**src/rtl/debounce_multi.sv**
```systemverilog
`timescale 1ns/1ps
// -----------------------------------------------------------------------------
// debounce_multi
//
// Multi-channel mechanical input debouncer. Each of NUM_CH raw, asynchronous
// inputs is synchronised through a SYNC_STAGES-deep flop chain. Its output
// level only changes after the synchronised input has disagreed with the
// current level for DEBOUNCE_CYCLES consecutive clock cycles. Every accepted
// change raises a one-cycle rise or fall pulse. The changed flag summarises
// the pulses of all channels.
//
// Optional feature (macro DEBOUNCE_LONGPRESS_EN):
//   Adds a per-channel hold counter and the long_o output. long_o[n] is high
//   once deb_out_o[n] has been high for LONG_CYCLES cycles. When the macro is
//   undefined, neither the port nor the counters exist.
//
// Parameters:
//   NUM_CH          number of independent channels (>= 1)
//   DEBOUNCE_CYCLES stable cycles needed to accept a new level (>= 2)
//   SYNC_STAGES     synchroniser depth per channel (>= 2)
//   RST_LEVEL       reset value of synchroniser flops and debounced levels
//   LONG_CYCLES     long-press threshold in cycles (long-press build only)
//
// Ports:
//   clk_i      in   1       system clock, rising edge
//   rst_i      in   1       synchronous reset, active-high
//   deb_in_i   in   NUM_CH  raw asynchronous inputs
//   deb_out_o  out  NUM_CH  debounced level per channel
//   rise_o     out  NUM_CH  one-cycle pulse on a 0->1 change of deb_out_o[n]
//   fall_o     out  NUM_CH  one-cycle pulse on a 1->0 change of deb_out_o[n]
//   changed_o  out  1       one-cycle pulse when any rise_o/fall_o is high
//   long_o     out  NUM_CH  long-press level (DEBOUNCE_LONGPRESS_EN only)
// -----------------------------------------------------------------------------
module debounce_multi #(
    parameter int   NUM_CH          = 4,
    parameter int   DEBOUNCE_CYCLES = 100000,
    parameter int   SYNC_STAGES     = 2,
    parameter logic RST_LEVEL       = 1'b0,
    parameter int   LONG_CYCLES     = 200000000
) (
    input  logic              clk_i,
    input  logic              rst_i,
    input  logic [NUM_CH-1:0] deb_in_i,
    output logic [NUM_CH-1:0] deb_out_o,
    output logic [NUM_CH-1:0] rise_o,
    output logic [NUM_CH-1:0] fall_o,
    output logic              changed_o
`ifdef DEBOUNCE_LONGPRESS_EN
    ,
    output logic [NUM_CH-1:0] long_o
`endif
);

    // Elaboration-time sanity check of the parameter set.
    localparam bit PARAMS_OK = (NUM_CH >= 1) && (DEBOUNCE_CYCLES >= 2) &&
                               (SYNC_STAGES >= 2) && (LONG_CYCLES >= 1);

    if (!PARAMS_OK) begin : g_bad_params
        $error("debounce_multi: illegal parameter combination");
    end

    localparam int              CW       = $clog2(DEBOUNCE_CYCLES);
    localparam logic [CW-1:0]   CNT_LAST = CW'(DEBOUNCE_CYCLES - 1);

    // -------------------------------------------------------------------------
    // Synchroniser. Stage 0 is the only flop that sees deb_in_i. The last
    // stage is the synchronised level used by the filter.
    // -------------------------------------------------------------------------
    logic [SYNC_STAGES-1:0][NUM_CH-1:0] sync_q;
    logic [NUM_CH-1:0]                  sync_lvl;

    always_ff @(posedge clk_i) begin
        if (rst_i) begin
            sync_q <= {(SYNC_STAGES * NUM_CH){RST_LEVEL}};
        end else begin
            sync_q <= {sync_q[SYNC_STAGES-2:0], deb_in_i};
        end
    end

    assign sync_lvl = sync_q[SYNC_STAGES-1];

    // -------------------------------------------------------------------------
    // Stability filter
    // -------------------------------------------------------------------------
    logic [CW-1:0]     cnt [NUM_CH];
    logic [NUM_CH-1:0] mismatch;   // synchronised input disagrees with output
    logic [NUM_CH-1:0] at_last;    // counter sits at its terminal value
    logic [NUM_CH-1:0] accept;     // new level is accepted on this edge
    logic [NUM_CH-1:0] rise_d;
    logic [NUM_CH-1:0] fall_d;

    always_comb begin
        mismatch = sync_lvl ^ deb_out_o;
        at_last  = '0;
        for (int n = 0; n < NUM_CH; n++) begin
            at_last[n] = (cnt[n] == CNT_LAST);
        end
        // The terminal-count edge is the DEBOUNCE_CYCLES-th consecutive
        // disagreeing cycle, so the change is accepted here.
        accept = mismatch & at_last;
        rise_d = accept & sync_lvl;
        fall_d = accept & ~sync_lvl;
    end

    always_ff @(posedge clk_i) begin
        if (rst_i) begin
            for (int n = 0; n < NUM_CH; n++) begin
                cnt[n] <= '0;
            end
            deb_out_o <= {NUM_CH{RST_LEVEL}};
            rise_o    <= '0;
            fall_o    <= '0;
            changed_o <= 1'b0;
        end else begin
            for (int n = 0; n < NUM_CH; n++) begin
                // Agreement (including a glitch returning to the current
                // level) restarts the count. The terminal count always clears,
                // so the counter never wraps or saturates.
                if (!mismatch[n] || at_last[n]) begin
                    cnt[n] <= '0;
                end else begin
                    cnt[n] <= cnt[n] + 1'b1;
                end
            end
            // Accepting a change means taking the synchronised level, which
            // is the current level inverted on exactly the accepted channels.
            deb_out_o <= deb_out_o ^ accept;
            rise_o    <= rise_d;
            fall_o    <= fall_d;
            changed_o <= |accept;
        end
    end

`ifdef DEBOUNCE_LONGPRESS_EN
    // -------------------------------------------------------------------------
    // Long-press detection
    // -------------------------------------------------------------------------
    localparam int            LW        = $clog2(LONG_CYCLES + 1);
    localparam logic [LW-1:0] LONG_LAST = LW'(LONG_CYCLES);

    logic [LW-1:0] lcnt [NUM_CH];

    always_ff @(posedge clk_i) begin
        if (rst_i) begin
            for (int n = 0; n < NUM_CH; n++) begin
                lcnt[n] <= '0;
            end
        end else begin
            for (int n = 0; n < NUM_CH; n++) begin
                // Clearing on the falling-edge decision (not on the registered
                // fall pulse) makes long_o drop on the same edge as deb_out_o.
                if (fall_d[n]) begin
                    lcnt[n] <= '0;
                end else if (deb_out_o[n] && (lcnt[n] != LONG_LAST)) begin
                    lcnt[n] <= lcnt[n] + 1'b1;
                end
            end
        end
    end

    always_comb begin
        long_o = '0;
        for (int n = 0; n < NUM_CH; n++) begin
            long_o[n] = (lcnt[n] == LONG_LAST);
        end
    end
`endif

endmodule
```
**config.mk**
```make
export PLATFORM = sky130hd
export DESIGN_NAME = debounce_multi
export DESIGN_NICKNAME = d
export VERILOG_FILES = /design/src/rtl/debounce_multi.sv
export SDC_FILE = /design/constraint.sdc
export NUM_CORES = 1
export LEC_CHECK = 0
export ABC_AREA = 0
export CAP_MARGIN = 20
export CORE_ASPECT_RATIO = 2
export CORE_MARGIN = 2
export CORE_UTILIZATION = 55
export DETAILED_ROUTE_END_ITERATION = 10
export GPL_TIMING_DRIVEN = 0
export PLACE_DENSITY = 0.7
export SYNTH_ARGS = -nofsm -noshare
export SYNTH_HDL_FRONTEND = slang
export SYNTH_SLANG_ARGS = --single-unit
```
**constraint.sdc**
```tcl
create_clock -name clk_i -period 2.4 [get_ports clk_i]
set_input_delay 0.24 -clock clk_i [delete_from_list [all_inputs] [get_ports clk_i]]
set_output_delay 0.24 -clock clk_i [all_outputs]
set_load 0.02 [all_outputs]
```
==> results of run 1 <==
[power breakdown]
group          total [mW]  internal (mW)  leakage, nW  switching [mW]
sequential           1.78           1.71        0.872          0.0630
clock                1.57           1.00        0.168           0.567
combinational       0.146         0.0606        0.790          0.0855
[area by class of cell]
class	count	area share [%]
sequential	89	45.1
multi-input combinational	386	41.0
clock buffer	12	4.91
timing repair buffer	18	3.30
tap	98	2.25
buffer	14	1.40
clock inverter	4	1.31
inverter	10	0.688
[kinds of logic after synthesis]
logic type,Yosys count,synth area share [%]
and+or+nand+nor,232,28.2
DFF,89,54.0
xor gates and xnor gates,53,10.2
AOI/OAI and AO/OA,27,3.56
buffers and inverters,24,2.49
adders and majority gates,4,1.10
muxes,2,0.439
other,1,0.0822
[how the worst min path moves through the flow]
stage | from | endpoint
after floorplan | deb_in_i[0] | sync_q[0]
after CTS | sync_q[0] | sync_lvl[0]
final | sync_q[0] | sync_lvl[0]
after global routing | sync_q[0] | sync_lvl[0]
after detailed placement | sync_q[0] | sync_lvl[0]
after global placement | sync_q[0] | sync_lvl[0]
[sequential cells by signal, indices dropped and copies added, names as in the netlist, named ones only]
| register | count |
|---|---|
| changed_o | 1 |
| cnt | 68 |
| fall_o | 4 |
| rise_o | 4 |
| sync_lvl | 4 |
| sync_q | 4 |
[placed cells by master, fill, tap and decap left out, types with 4 or more instances in the layout]
| cell type | instances |
|---|---|
| sky130_fd_sc_hd__nand3_1 | 25 |
| sky130_fd_sc_hd__clkbuf_1 | 9 |
| sky130_fd_sc_hd__clkbuf_16 | 10 |
| sky130_fd_sc_hd__nor2_1 | 65 |
| sky130_fd_sc_hd__nor3_1 | 17 |
| sky130_fd_sc_hd__and4_1 | 5 |
| sky130_fd_sc_hd__nor2b_1 | 8 |
| sky130_fd_sc_hd__nand4_1 | 23 |
| sky130_fd_sc_hd__or3_1 | 5 |
| sky130_fd_sc_hd__conb_1 | 68 |
| sky130_fd_sc_hd__and3_1 | 6 |
| sky130_fd_sc_hd__a21oi_1 | 13 |
| sky130_fd_sc_hd__ha_1 | 4 |
| sky130_fd_sc_hd__clkdlybuf4s50_1 | 18 |
| sky130_fd_sc_hd__nand2_1 | 23 |
| sky130_fd_sc_hd__inv_1 | 10 |
| sky130_fd_sc_hd__xor2_1 | 18 |
| sky130_fd_sc_hd__nor4_1 | 18 |
| sky130_fd_sc_hd__or4_1 | 7 |
| sky130_fd_sc_hd__edfxtp_1 | 68 |
| sky130_fd_sc_hd__dfxtp_1 | 21 |
| sky130_fd_sc_hd__nand2b_1 | 6 |
| sky130_fd_sc_hd__xnor2_1 | 35 |
| sky130_fd_sc_hd__o21ai_0 | 5 |
[routing by layer]
layer	vias up	track usage [%]	wire length, microns
met5	-	0	0
met4	0	10.4	280
met3	21	4.00	288
met2	71	36.8	4740
met1	1659	23.7	3560
li1	1716	-	-
[critical path, stage by stage, from the launching register on]
cell,delay [ns]
sky130_fd_sc_hd__edfxtp_1,0.48
sky130_fd_sc_hd__or4b_1,0.58
sky130_fd_sc_hd__nor4_2,0.39
sky130_fd_sc_hd__nand2b_2,0.28
sky130_fd_sc_hd__buf_4,0.20
sky130_fd_sc_hd__nor2_1,0.06
[through the flow]
stage | power (mW) | instances | setup WS, ns | hold WS, ns
5_1_grt | 3.60 | 631 | 0.0767 | 0.459
4_1_cts | 3.51 | 631 | 0.168 | 0.441
3_5_place_dp | 1.95 | 615 | 0.185 | 0.427
6_report | 3.49 | 631 | 0.177 | 0.436
3_3_place_gp | 1.94 | 615 | 0.195 | 0.424
2_1_floorplan | 1.90 | 499 | 0.411 | 0.368
==> impl_metrics.xml, run 1 <==
<?xml version="1.0" encoding="UTF-8"?>
<metrics>
  <group name="floorplan">
    <metric name="fp.dieH" unit="microns">133</metric>
    <metric name="start_util" unit="%">55.8</metric>
    <metric name="design.core.area" unit="sq um">8170</metric>
    <metric name="die_width" unit="microns">68.4</metric>
    <metric name="pin_count" unit="">19</metric>
    <metric name="floorplan.rows" unit="">47</metric>
    <metric name="die_area" unit="sq um">9090</metric>
  </group>
  <group name="logic_synthesis">
    <metric name="syn-mean-instance-area" unit="sq um">10.6</metric>
    <metric name="yosys_warnings" unit="">0</metric>
    <metric name="synthTopCellsByCount" unit="">sky130_fd_sc_hd__edfxtp_1, sky130_fd_sc_hd__nor2_1, sky130_fd_sc_hd__xnor2_1</metric>
    <metric name="post-synth-top-area-cell" unit="">sky130_fd_sc_hd__edfxtp_1</metric>
    <metric name="synth_seq_area_share" unit="%">54.0</metric>
    <metric name="syn-instance-count" unit="">432</metric>
    <metric name="synth-edff-count" unit="">68</metric>
    <metric name="netlist_top_cells_area" unit="">sky130_fd_sc_hd__edfxtp_1, sky130_fd_sc_hd__dfxtp_1, sky130_fd_sc_hd__xnor2_1, sky130_fd_sc_hd__nor2_1, sky130_fd_sc_hd__xor2_1</metric>
    <metric name="asyncSetResetFlopFracSynth" unit="%">0</metric>
    <metric name="syn_area" unit="sq um">4560</metric>
    <metric name="synthMostInstantiatedCell" unit="">sky130_fd_sc_hd__edfxtp_1</metric>
    <metric name="ys_ff_latch" unit="">89</metric>
    <metric name="synth_cell_type_count" unit="">48</metric>
    <metric name="synth_flop_type" unit="">sky130_fd_sc_hd__edfxtp_1</metric>
    <metric name="netlist.area_leader.share" unit="%">44.7</metric>
  </group>
  <group name="setup_path">
    <metric name="worstPathRequired" unit="ns">2.49</metric>
    <metric name="startpoint" unit="">cnt[2][6]</metric>
    <metric name="timing.rr.start" unit="">cnt[2][6]</metric>
    <metric name="ff2ff_path_depth" unit="">5</metric>
    <metric name="startpoint_type" unit="">flip-flop</metric>
    <metric name="worstSetupEndpointType" unit="">flip-flop</metric>
    <metric name="cp_max_fo" unit="">10</metric>
    <metric name="crit_type" unit="">flip-flop to flip-flop</metric>
    <metric name="rr_endpoint" unit="">cnt[2][11]</metric>
    <metric name="setup.reg_to_reg.worst_slack" unit="ns">0.18</metric>
    <metric name="endpoint" unit="">cnt[2][11]</metric>
    <metric name="cp_data_arrival_time" unit="ns">2.32</metric>
  </group>
  <group name="timing">
    <metric name="setup-violations-final" unit="">0</metric>
    <metric name="final-max-slew-violation-count" unit="">0</metric>
    <metric name="timing.setup.tns" unit="ns">0</metric>
    <metric name="time_the_worst_path_needs_with_i_o_delays_and_setup" unit="ns">2.22</metric>
    <metric name="final_min_period_over_clock_period" unit="%">92.6</metric>
    <metric name="clock-skew-final" unit="ns">0.00569</metric>
    <metric name="achievable-frequency" unit="MHz">450</metric>
    <metric name="unrepaired_setup_endpoints_after_global_routing" unit="">no</metric>
    <metric name="hold_violations" unit="">0</metric>
  </group>
  <group name="hold_path">
    <metric name="timing.hold.worst_path_depth" unit="">1</metric>
    <metric name="hold_path_class" unit="">flip-flop to flip-flop</metric>
  </group>
  <group name="place">
    <metric name="place_area" unit="sq um">5120</metric>
    <metric name="count_of_input_and_output_buffers" unit="">18</metric>
    <metric name="place_congestion" unit="">0.861</metric>
    <metric name="dp_hpwl" unit="mm">6.47</metric>
  </group>
  <group name="global_routing">
    <metric name="grt_pass1_vias" unit="">3393</metric>
    <metric name="grt_pass1_wl" unit="mm">14.8</metric>
    <metric name="overflow" unit="">0</metric>
    <metric name="grt_antenna_before_repair" unit="">0</metric>
    <metric name="maximum_number_of_pins_on_one_net_before_global_route_repair" unit="">15</metric>
    <metric name="global_route.usage.total" unit="%">21.2</metric>
  </group>
  <group name="finish">
    <metric name="finalCoreUtilization" unit="%">66.8</metric>
    <metric name="area_growth" unit="%">19.6</metric>
    <metric name="layout.cell_area.non_filler" unit="sq um">5460</metric>
    <metric name="final_net_count" unit="">538</metric>
    <metric name="diodes" unit="">0</metric>
    <metric name="seqCellArea" unit="sq um">2460</metric>
    <metric name="drive_above_1_share" unit="%">6.00</metric>
    <metric name="multiInputGateArea" unit="sq um">2240</metric>
    <metric name="fillers" unit="">694</metric>
  </group>
  <group name="power_and_ir_drop">
    <metric name="vdd_ir_drop_max" unit="mV">0.544</metric>
    <metric name="power.density_cell_area" unit="nW/um^2">640</metric>
    <metric name="p_leak" unit="nW">1.83</metric>
  </group>
  <group name="run_status">
    <metric name="status" unit="">completed</metric>
  </group>
  <group name="clocking">
    <metric name="cts_max_level" unit="">3</metric>
    <metric name="cts_tree" unit="">done</metric>
    <metric name="clkLatencyLatePin" unit="ns">0.34</metric>
    <metric name="clk_pin_slew_worst_setup_hold_paths" unit="ns">0.06</metric>
    <metric name="cts_resized" unit="">0</metric>
    <metric name="cts-buffers-inserted" unit="">9</metric>
    <metric name="postCtsSetupRepairBufs" unit="">0</metric>
    <metric name="clk_path_buf_depth" unit="">2</metric>
    <metric name="clockRootBuffer" unit="">sky130_fd_sc_hd__clkbuf_16</metric>
    <metric name="clock_sink_count" unit="">89</metric>
    <metric name="cts-hold-fix-buffers" unit="">0</metric>
  </group>
  <group name="route">
    <metric name="totalWireLength" unit="mm">8.87</metric>
    <metric name="via_per_inst" unit="">5.49</metric>
    <metric name="first_iter_violations" unit="">272</metric>
    <metric name="vias" unit="">3467</metric>
    <metric name="drtPass1Iterations" unit="">5</metric>
    <metric name="drt_drc_violations_left" unit="">0</metric>
    <metric name="routed_wire_length_per_instance" unit="microns">14.0</metric>
    <metric name="antenna_violating_nets_post_route" unit="">0</metric>
  </group>
  <group name="flow_run">
    <metric name="max-cap-violations" unit="">0</metric>
  </group>
</metrics>
(Power assumes the default switching activity.)
==> run 2, diff against run 1 <==
- CELL_PAD_IN_SITES_DETAIL_PLACEMENT: default -> 1
- CELL_PAD_IN_SITES_GLOBAL_PLACEMENT: default -> 1
- CORE_UTILIZATION: 55 -> 49
- PLACE_DENSITY: 0.7 -> 0.77
==> run 2 against run 1 <==
Compared with the run above:
- die area rose by 12%
- first-iteration DRC count is 32% lower
- global-route usage fell by 0.18 points
- clock skew is 0.0010 ns lower
- sequential power barely moved
==> impl_metrics.xml, run 2 (same netlist as run 1, synthesis figures left out) <==
<?xml version="1.0" encoding="UTF-8"?>
<metrics>
  <group name="run_status">
    <metric name="status" unit="">completed</metric>
  </group>
  <group name="setup_path">
    <metric name="rr_endpoint" unit="">cnt[2][6]</metric>
    <metric name="ff2ff_path_depth" unit="">5</metric>
    <metric name="timing.rr.start" unit="">cnt[2][6]</metric>
    <metric name="cp_top_family" unit="">simple AND/OR/NAND/NOR gates</metric>
    <metric name="worst_path_max_delay_cell" unit="">sky130_fd_sc_hd__or4b_1</metric>
    <metric name="cp_max_fo" unit="">10</metric>
    <metric name="worstPathRequired" unit="ns">2.50</metric>
    <metric name="startpoint_type" unit="">flip-flop</metric>
    <metric name="critical_path.cell_chain" unit="">or4b_1, nor4_2, nand2b_2, buf_4, nor2_1</metric>
    <metric name="crit_type" unit="">flip-flop to flip-flop</metric>
    <metric name="delay_of_the_slowest_cell_on_the_worst_path" unit="ns">0.57</metric>
    <metric name="setup.reg_to_reg.worst_slack" unit="ns">0.13</metric>
    <metric name="cp_data_arrival_time" unit="ns">2.36</metric>
    <metric name="critical_path.n_buffers_inverters" unit="">1</metric>
    <metric name="worstSetupEndpointType" unit="">flip-flop</metric>
  </group>
  <group name="floorplan">
    <metric name="die_width" unit="microns">72.2</metric>
    <metric name="fp.dieH" unit="microns">140</metric>
    <metric name="start_util" unit="%">50.6</metric>
    <metric name="pin_count" unit="">19</metric>
    <metric name="design.core.area" unit="sq um">9010</metric>
    <metric name="die_area" unit="sq um">10100</metric>
    <metric name="floorplan.rows" unit="">49</metric>
  </group>
  <group name="clocking">
    <metric name="clk_pin_slew_worst_setup_hold_paths" unit="ns">0.06</metric>
    <metric name="cts-buffers-inserted" unit="">9</metric>
    <metric name="clockRootBuffer" unit="">sky130_fd_sc_hd__clkbuf_16</metric>
    <metric name="clock_sink_count" unit="">89</metric>
    <metric name="cts_tree" unit="">done</metric>
    <metric name="cts_max_level" unit="">3</metric>
    <metric name="cts-hold-fix-buffers" unit="">0</metric>
    <metric name="clkLatencyLatePin" unit="ns">0.34</metric>
    <metric name="clk_path_buf_depth" unit="">2</metric>
  </group>
  <group name="finish">
    <metric name="final_net_count" unit="">538</metric>
    <metric name="layout.cells.most_common_list" unit="">sky130_fd_sc_hd__edfxtp_1, sky130_fd_sc_hd__conb_1, sky130_fd_sc_hd__nor2_1</metric>
    <metric name="diodes" unit="">0</metric>
    <metric name="largest-register" unit="">cnt</metric>
    <metric name="drive_above_1_share" unit="%">6.00</metric>
    <metric name="multiInputGateArea" unit="sq um">2240</metric>
    <metric name="largest_register_ffs" unit="">68</metric>
    <metric name="layout.cells.non_filler" unit="">635</metric>
    <metric name="fillers" unit="">1011</metric>
    <metric name="area_growth" unit="%">19.1</metric>
    <metric name="seqCellArea" unit="sq um">2460</metric>
  </group>
  <group name="place">
    <metric name="place_congestion" unit="">0.859</metric>
    <metric name="dp_hpwl" unit="mm">7.34</metric>
    <metric name="placed_cells_incl_taps" unit="">619</metric>
    <metric name="count_of_input_and_output_buffers" unit="">18</metric>
  </group>
  <group name="flow_run">
    <metric name="max-cap-violations" unit="">0</metric>
  </group>
  <group name="timing">
    <metric name="time_the_worst_path_needs_with_i_o_delays_and_setup" unit="ns">2.27</metric>
    <metric name="hold_violations" unit="">0</metric>
    <metric name="setup-violations-final" unit="">0</metric>
    <metric name="worst_slew_margin_rel" unit="%">65.5</metric>
    <metric name="clock-skew-final" unit="ns">0.00465</metric>
    <metric name="unrepaired_setup_endpoints_after_global_routing" unit="">no</metric>
    <metric name="final_min_period_over_clock_period" unit="%">94.5</metric>
    <metric name="achievable-frequency" unit="MHz">441</metric>
    <metric name="worst_pin_slew" unit="ns">0.517</metric>
    <metric name="timing.setup.tns" unit="ns">0</metric>
    <metric name="final-max-slew-violation-count" unit="">0</metric>
  </group>
  <group name="global_routing">
    <metric name="grt_pass1_wl" unit="mm">16.7</metric>
    <metric name="grt_antenna_before_repair" unit="">0</metric>
    <metric name="global_route.usage.total" unit="%">21.1</metric>
    <metric name="overflow" unit="">0</metric>
    <metric name="maximum_number_of_pins_on_one_net_before_global_route_repair" unit="">15</metric>
    <metric name="grt_pass1_vias" unit="">3573</metric>
  </group>
  <group name="hold_path">
    <metric name="hold_path_class" unit="">flip-flop to flip-flop</metric>
    <metric name="timing.hold.worst_path_depth" unit="">1</metric>
    <metric name="worst_hold_startpoint" unit="">sync_q[0]</metric>
    <metric name="min_to" unit="">sync_lvl[0]</metric>
  </group>
  <group name="route">
    <metric name="drt_drc_violations_left" unit="">0</metric>
    <metric name="first_iter_violations" unit="">184</metric>
    <metric name="totalWireLength" unit="mm">9.80</metric>
    <metric name="drtPass1Iterations" unit="">4</metric>
    <metric name="vias" unit="">3461</metric>
    <metric name="routed_wire_length_per_instance" unit="microns">15.4</metric>
    <metric name="via_per_inst" unit="">5.45</metric>
    <metric name="antenna_violating_nets_post_route" unit="">0</metric>
  </group>
  <group name="power_and_ir_drop">
    <metric name="p_leak" unit="nW">1.81</metric>
    <metric name="power.density_cell_area" unit="nW/um^2">629</metric>
    <metric name="vdd_ir_drop_max" unit="mV">0.499</metric>
  </group>
</metrics>
==> run 2: changes by cell type in the layout (fill, tap and decap cells not counted) <==
cell | previous run | this run
sky130_fd_sc_hd__clkinvlp_4 | 0 | 2
sky130_fd_sc_hd__clkbuf_16 | 10 | 9
sky130_fd_sc_hd__clkbuf_2 | 1 | 2
sky130_fd_sc_hd__clkbuf_8 | 1 | 0
sky130_fd_sc_hd__inv_4 | 1 | 0
==> run 2: area by class of cell <==
cell class | instances | share of cell area (%)
Timing Repair Buffer | 18 | 3.31
Multi-Input combinational cell | 386 | 41.2
Clock inverter | 5 | 1.47
Buffer | 14 | 1.43
Tap cell | 102 | 2.35
Sequential cell | 89 | 45.3
Inverter | 10 | 0.690
Clock buffer | 11 | 4.28
==> run 2: metrics by stage <==
stage | area [sq um] | util [%] | hold slack (ns) | total power, mW | worst slack (ns)
6_report | 5440 | 60.3 | 0.441 | 3.42 | 0.131
5_1_grt | 5440 | 60.3 | 0.458 | 3.53 | 0.00954
3_3_place_gp | 5120 | 56.8 | 0.427 | 1.95 | 0.176
3_5_place_dp | 5120 | 56.8 | 0.431 | 1.95 | 0.106
4_1_cts | 5440 | 60.3 | 0.441 | 3.44 | 0.104
2_1_floorplan | 4810 | - | 0.368 | 1.90 | 0.411
==> run 2: power breakdown <==
group	switching, mW	internal (mW)	leakage (nW)	total [mW]
clock	0.580	0.911	0.146	1.49
combinational	0.0889	0.0608	0.793	0.150
sequential	0.0654	1.71	0.872	1.78
total	0.734	2.68	1.81	3.42
==> run 2: how the worst max path moves through the flow <==
stage          startpoint          to  slack, ns  depth (start not counted)
2_1_floorplan  cnt[0][14]   cnt[0][9]       0.41                          5
3_3_place_gp    cnt[2][6]  cnt[2][11]       0.18                          5
3_5_place_dp    cnt[2][6]   cnt[2][6]       0.11                          5
4_1_cts         cnt[2][6]   cnt[2][6]       0.10                          5
5_1_grt         cnt[2][6]   cnt[2][5]       0.01                          5
6_report        cnt[2][6]   cnt[2][6]       0.13                          5
==> run 2: repair_timing <==
item	CTS	global route
endpoints found under the setup margin	0	3
resized for setup	0	2
setup buffers	0	0
==> run 2: metal layers <==
layer,track usage (%),wire [microns],part of all wire (%),vias to the layer above
met5,0,0,0,-
met4,8.84,235,2.4,0
met3,3.81,191,1.9,16
met2,38.0,5330,54,40
met1,23.6,4040,41,1689
li1,-,-,-,1716
==> run 3, diff against run 2 <==
- SETUP_SLACK_MARGIN: default -> 0.1
- clock period: 2.4 -> 2.15 ns (I/O delays scaled with it)
==> run 3 against run 2 <==
Compared with the run above:
- clock-buffer cell count did not move
- sequential power is 11% higher
- clock power grew 13%
- sequential share of layout area fell by 2.4 points
- clock skew increased by 0.0015 ns
- hold slack got worse by 0.015 ns
- largest cell class unchanged
- largest power group unchanged
==> impl_metrics.xml, run 3 (same netlist as run 1, synthesis figures left out) <==
<?xml version="1.0" encoding="UTF-8"?>
<metrics>
  <group name="power_and_ir_drop">
    <metric name="p_leak" unit="nW">1.98</metric>
    <metric name="pwr-share-seq" unit="%">51.2</metric>
    <metric name="p_int" unit="mW">3.02</metric>
    <metric name="vdd_ir_drop_max" unit="mV">0.531</metric>
    <metric name="power.density_cell_area" unit="nW/um^2">675</metric>
    <metric name="pwr-share-clk" unit="%">43.4</metric>
    <metric name="net_switching" unit="uW">855</metric>
    <metric name="power.total" unit="mW">3.88</metric>
    <metric name="power.share.combinational" unit="%">5.5</metric>
    <metric name="switching_share" unit="%">22.1</metric>
  </group>
  <group name="route">
    <metric name="drtPass1Iterations" unit="">4</metric>
    <metric name="antenna_violating_nets_post_route" unit="">0</metric>
    <metric name="totalWireLength" unit="mm">11.0</metric>
    <metric name="drt_drc_violations_left" unit="">0</metric>
    <metric name="via_per_inst" unit="">5.51</metric>
    <metric name="vias" unit="">3633</metric>
    <metric name="first_iter_violations" unit="">197</metric>
    <metric name="routed_wire_length_per_instance" unit="microns">16.8</metric>
  </group>
  <group name="clocking">
    <metric name="clock_sink_count" unit="">89</metric>
    <metric name="cts-hold-fix-buffers" unit="">0</metric>
    <metric name="cts_max_level" unit="">3</metric>
    <metric name="clockRootBuffer" unit="">sky130_fd_sc_hd__clkbuf_16</metric>
    <metric name="clk_pin_slew_worst_setup_hold_paths" unit="ns">0.06</metric>
    <metric name="cts_tree" unit="">done</metric>
    <metric name="cts-buffers-inserted" unit="">9</metric>
    <metric name="clkLatencyLatePin" unit="ns">0.35</metric>
    <metric name="clk_path_buf_depth" unit="">2</metric>
  </group>
  <group name="finish">
    <metric name="final_net_count" unit="">562</metric>
    <metric name="drive_above_1_share" unit="%">12.4</metric>
    <metric name="seqCellArea" unit="sq um">2460</metric>
    <metric name="layout.cell_area.non_filler" unit="sq um">5740</metric>
    <metric name="diodes" unit="">0</metric>
    <metric name="largest_register_ffs" unit="">68</metric>
    <metric name="layout.cells.non_filler" unit="">659</metric>
    <metric name="multiInputGateArea" unit="sq um">2340</metric>
    <metric name="largest-register" unit="">cnt</metric>
    <metric name="fillers" unit="">991</metric>
    <metric name="area_growth" unit="%">25.8</metric>
    <metric name="finalCoreUtilization" unit="%">63.7</metric>
    <metric name="layout.cells.most_common_list" unit="">sky130_fd_sc_hd__edfxtp_1, sky130_fd_sc_hd__conb_1, sky130_fd_sc_hd__nor2_1</metric>
  </group>
  <group name="floorplan">
    <metric name="fp.dieH" unit="microns">140</metric>
    <metric name="design.core.area" unit="sq um">9010</metric>
    <metric name="die_width" unit="microns">72.2</metric>
    <metric name="start_util" unit="%">50.6</metric>
    <metric name="floorplan.rows" unit="">49</metric>
    <metric name="pin_count" unit="">19</metric>
    <metric name="die_area" unit="sq um">10100</metric>
  </group>
  <group name="setup_path">
    <metric name="worstPathRequired" unit="ns">2.25</metric>
    <metric name="worstSetupEndpointType" unit="">flip-flop</metric>
    <metric name="cp_max_fo" unit="">10</metric>
    <metric name="startpoint_type" unit="">flip-flop</metric>
    <metric name="cp_data_arrival_time" unit="ns">2.16</metric>
    <metric name="crit_type" unit="">flip-flop to flip-flop</metric>
  </group>
  <group name="place">
    <metric name="dp_hpwl" unit="mm">7.34</metric>
    <metric name="place_area" unit="sq um">5120</metric>
    <metric name="place_congestion" unit="">0.859</metric>
    <metric name="placed_cells_incl_taps" unit="">619</metric>
    <metric name="count_of_input_and_output_buffers" unit="">18</metric>
    <metric name="pre_cts_ws" unit="ns">-0.144</metric>
  </group>
  <group name="hold_path">
    <metric name="hold_path_class" unit="">input pin to flip-flop</metric>
  </group>
  <group name="flow_run">
    <metric name="max-cap-violations" unit="">0</metric>
  </group>
  <group name="timing">
    <metric name="final-max-slew-violation-count" unit="">0</metric>
    <metric name="timing.final.ws_setup" unit="ns">0.0913</metric>
    <metric name="achievable-frequency" unit="MHz">486</metric>
    <metric name="clock-skew-final" unit="ns">0.00616</metric>
    <metric name="unrepaired_setup_endpoints_after_global_routing" unit="">yes</metric>
    <metric name="final_min_period_over_clock_period" unit="%">95.8</metric>
    <metric name="fin_worst_hold_slack" unit="ns">0.427</metric>
    <metric name="hold_violations" unit="">0</metric>
    <metric name="setup-violations-final" unit="">0</metric>
    <metric name="time_the_worst_path_needs_with_i_o_delays_and_setup" unit="ns">2.06</metric>
    <metric name="timing.setup.tns" unit="ns">0</metric>
  </group>
  <group name="global_routing">
    <metric name="grt_pass1_wl" unit="mm">17.5</metric>
    <metric name="grt_pass1_vias" unit="">3671</metric>
    <metric name="grt_antenna_before_repair" unit="">0</metric>
    <metric name="maximum_number_of_pins_on_one_net_before_global_route_repair" unit="">15</metric>
    <metric name="global_route.usage.total" unit="%">22.2</metric>
    <metric name="overflow" unit="">0</metric>
  </group>
  <group name="run_status">
    <metric name="status" unit="">completed</metric>
  </group>
</metrics>
## run 3: power by group through the flow
stage               clock, mW  combinational, mW  sequential [mW]
detailed placement          0              0.161             2.02
floorplan                   0              0.126             2.00
finish                   1.68              0.211             1.98
global placement            0              0.157             2.02
global route             1.76              0.237             1.99
CTS                      1.70              0.189             1.98
## run 3: cell type report
cell class	instances	share of cell area, %
sequential	89	42.9
buffer	14	1.72
timing repair buffer	42	6.28
clock inverter	5	1.40
multi-input combinational	386	40.8
inverter	10	0.654
clock buffer	11	4.05
tap	102	2.22
## run 3: metal layers
metal | vias up | global-route usage [%] | part of all wire, %
li1 | 1757 | - | -
met1 | 1780 | 25.1 | 40
met2 | 71 | 39.3 | 55
met3 | 25 | 4.10 | 2.6
met4 | 0 | 10.1 | 3.2
met5 | - | 0 | 0
## run 3: final timing paths
path                                   from           to  slack [ns]  depth (start not counted)
worst max-delay path             cnt[2][12]    cnt[2][6]        0.09                          6
worst min-delay path            deb_in_i[0]    sync_q[0]        0.43                          2
worst min register to register    sync_q[2]  sync_lvl[2]        0.44                          1
worst max register to register   cnt[2][12]    cnt[2][6]        0.09                          6
## run 3: worst max-delay path, cell delays in order, from the launching register on
cell and delay, ns:
sky130_fd_sc_hd__edfxtp_1 0.42, sky130_fd_sc_hd__buf_4 0.16, sky130_fd_sc_hd__or4bb_4 0.52, sky130_fd_sc_hd__nor4_4 0.29
sky130_fd_sc_hd__nand2b_4 0.22, sky130_fd_sc_hd__buf_8 0.14, sky130_fd_sc_hd__nor2_1 0.06
## run 3: repair_timing
item	4_1_cts	5_1_grt
endpoints found under the setup margin	54	43
resized for setup	11	17
pin swaps	2	6
setup buffers	13	11
endpoints found under the hold margin	0	0
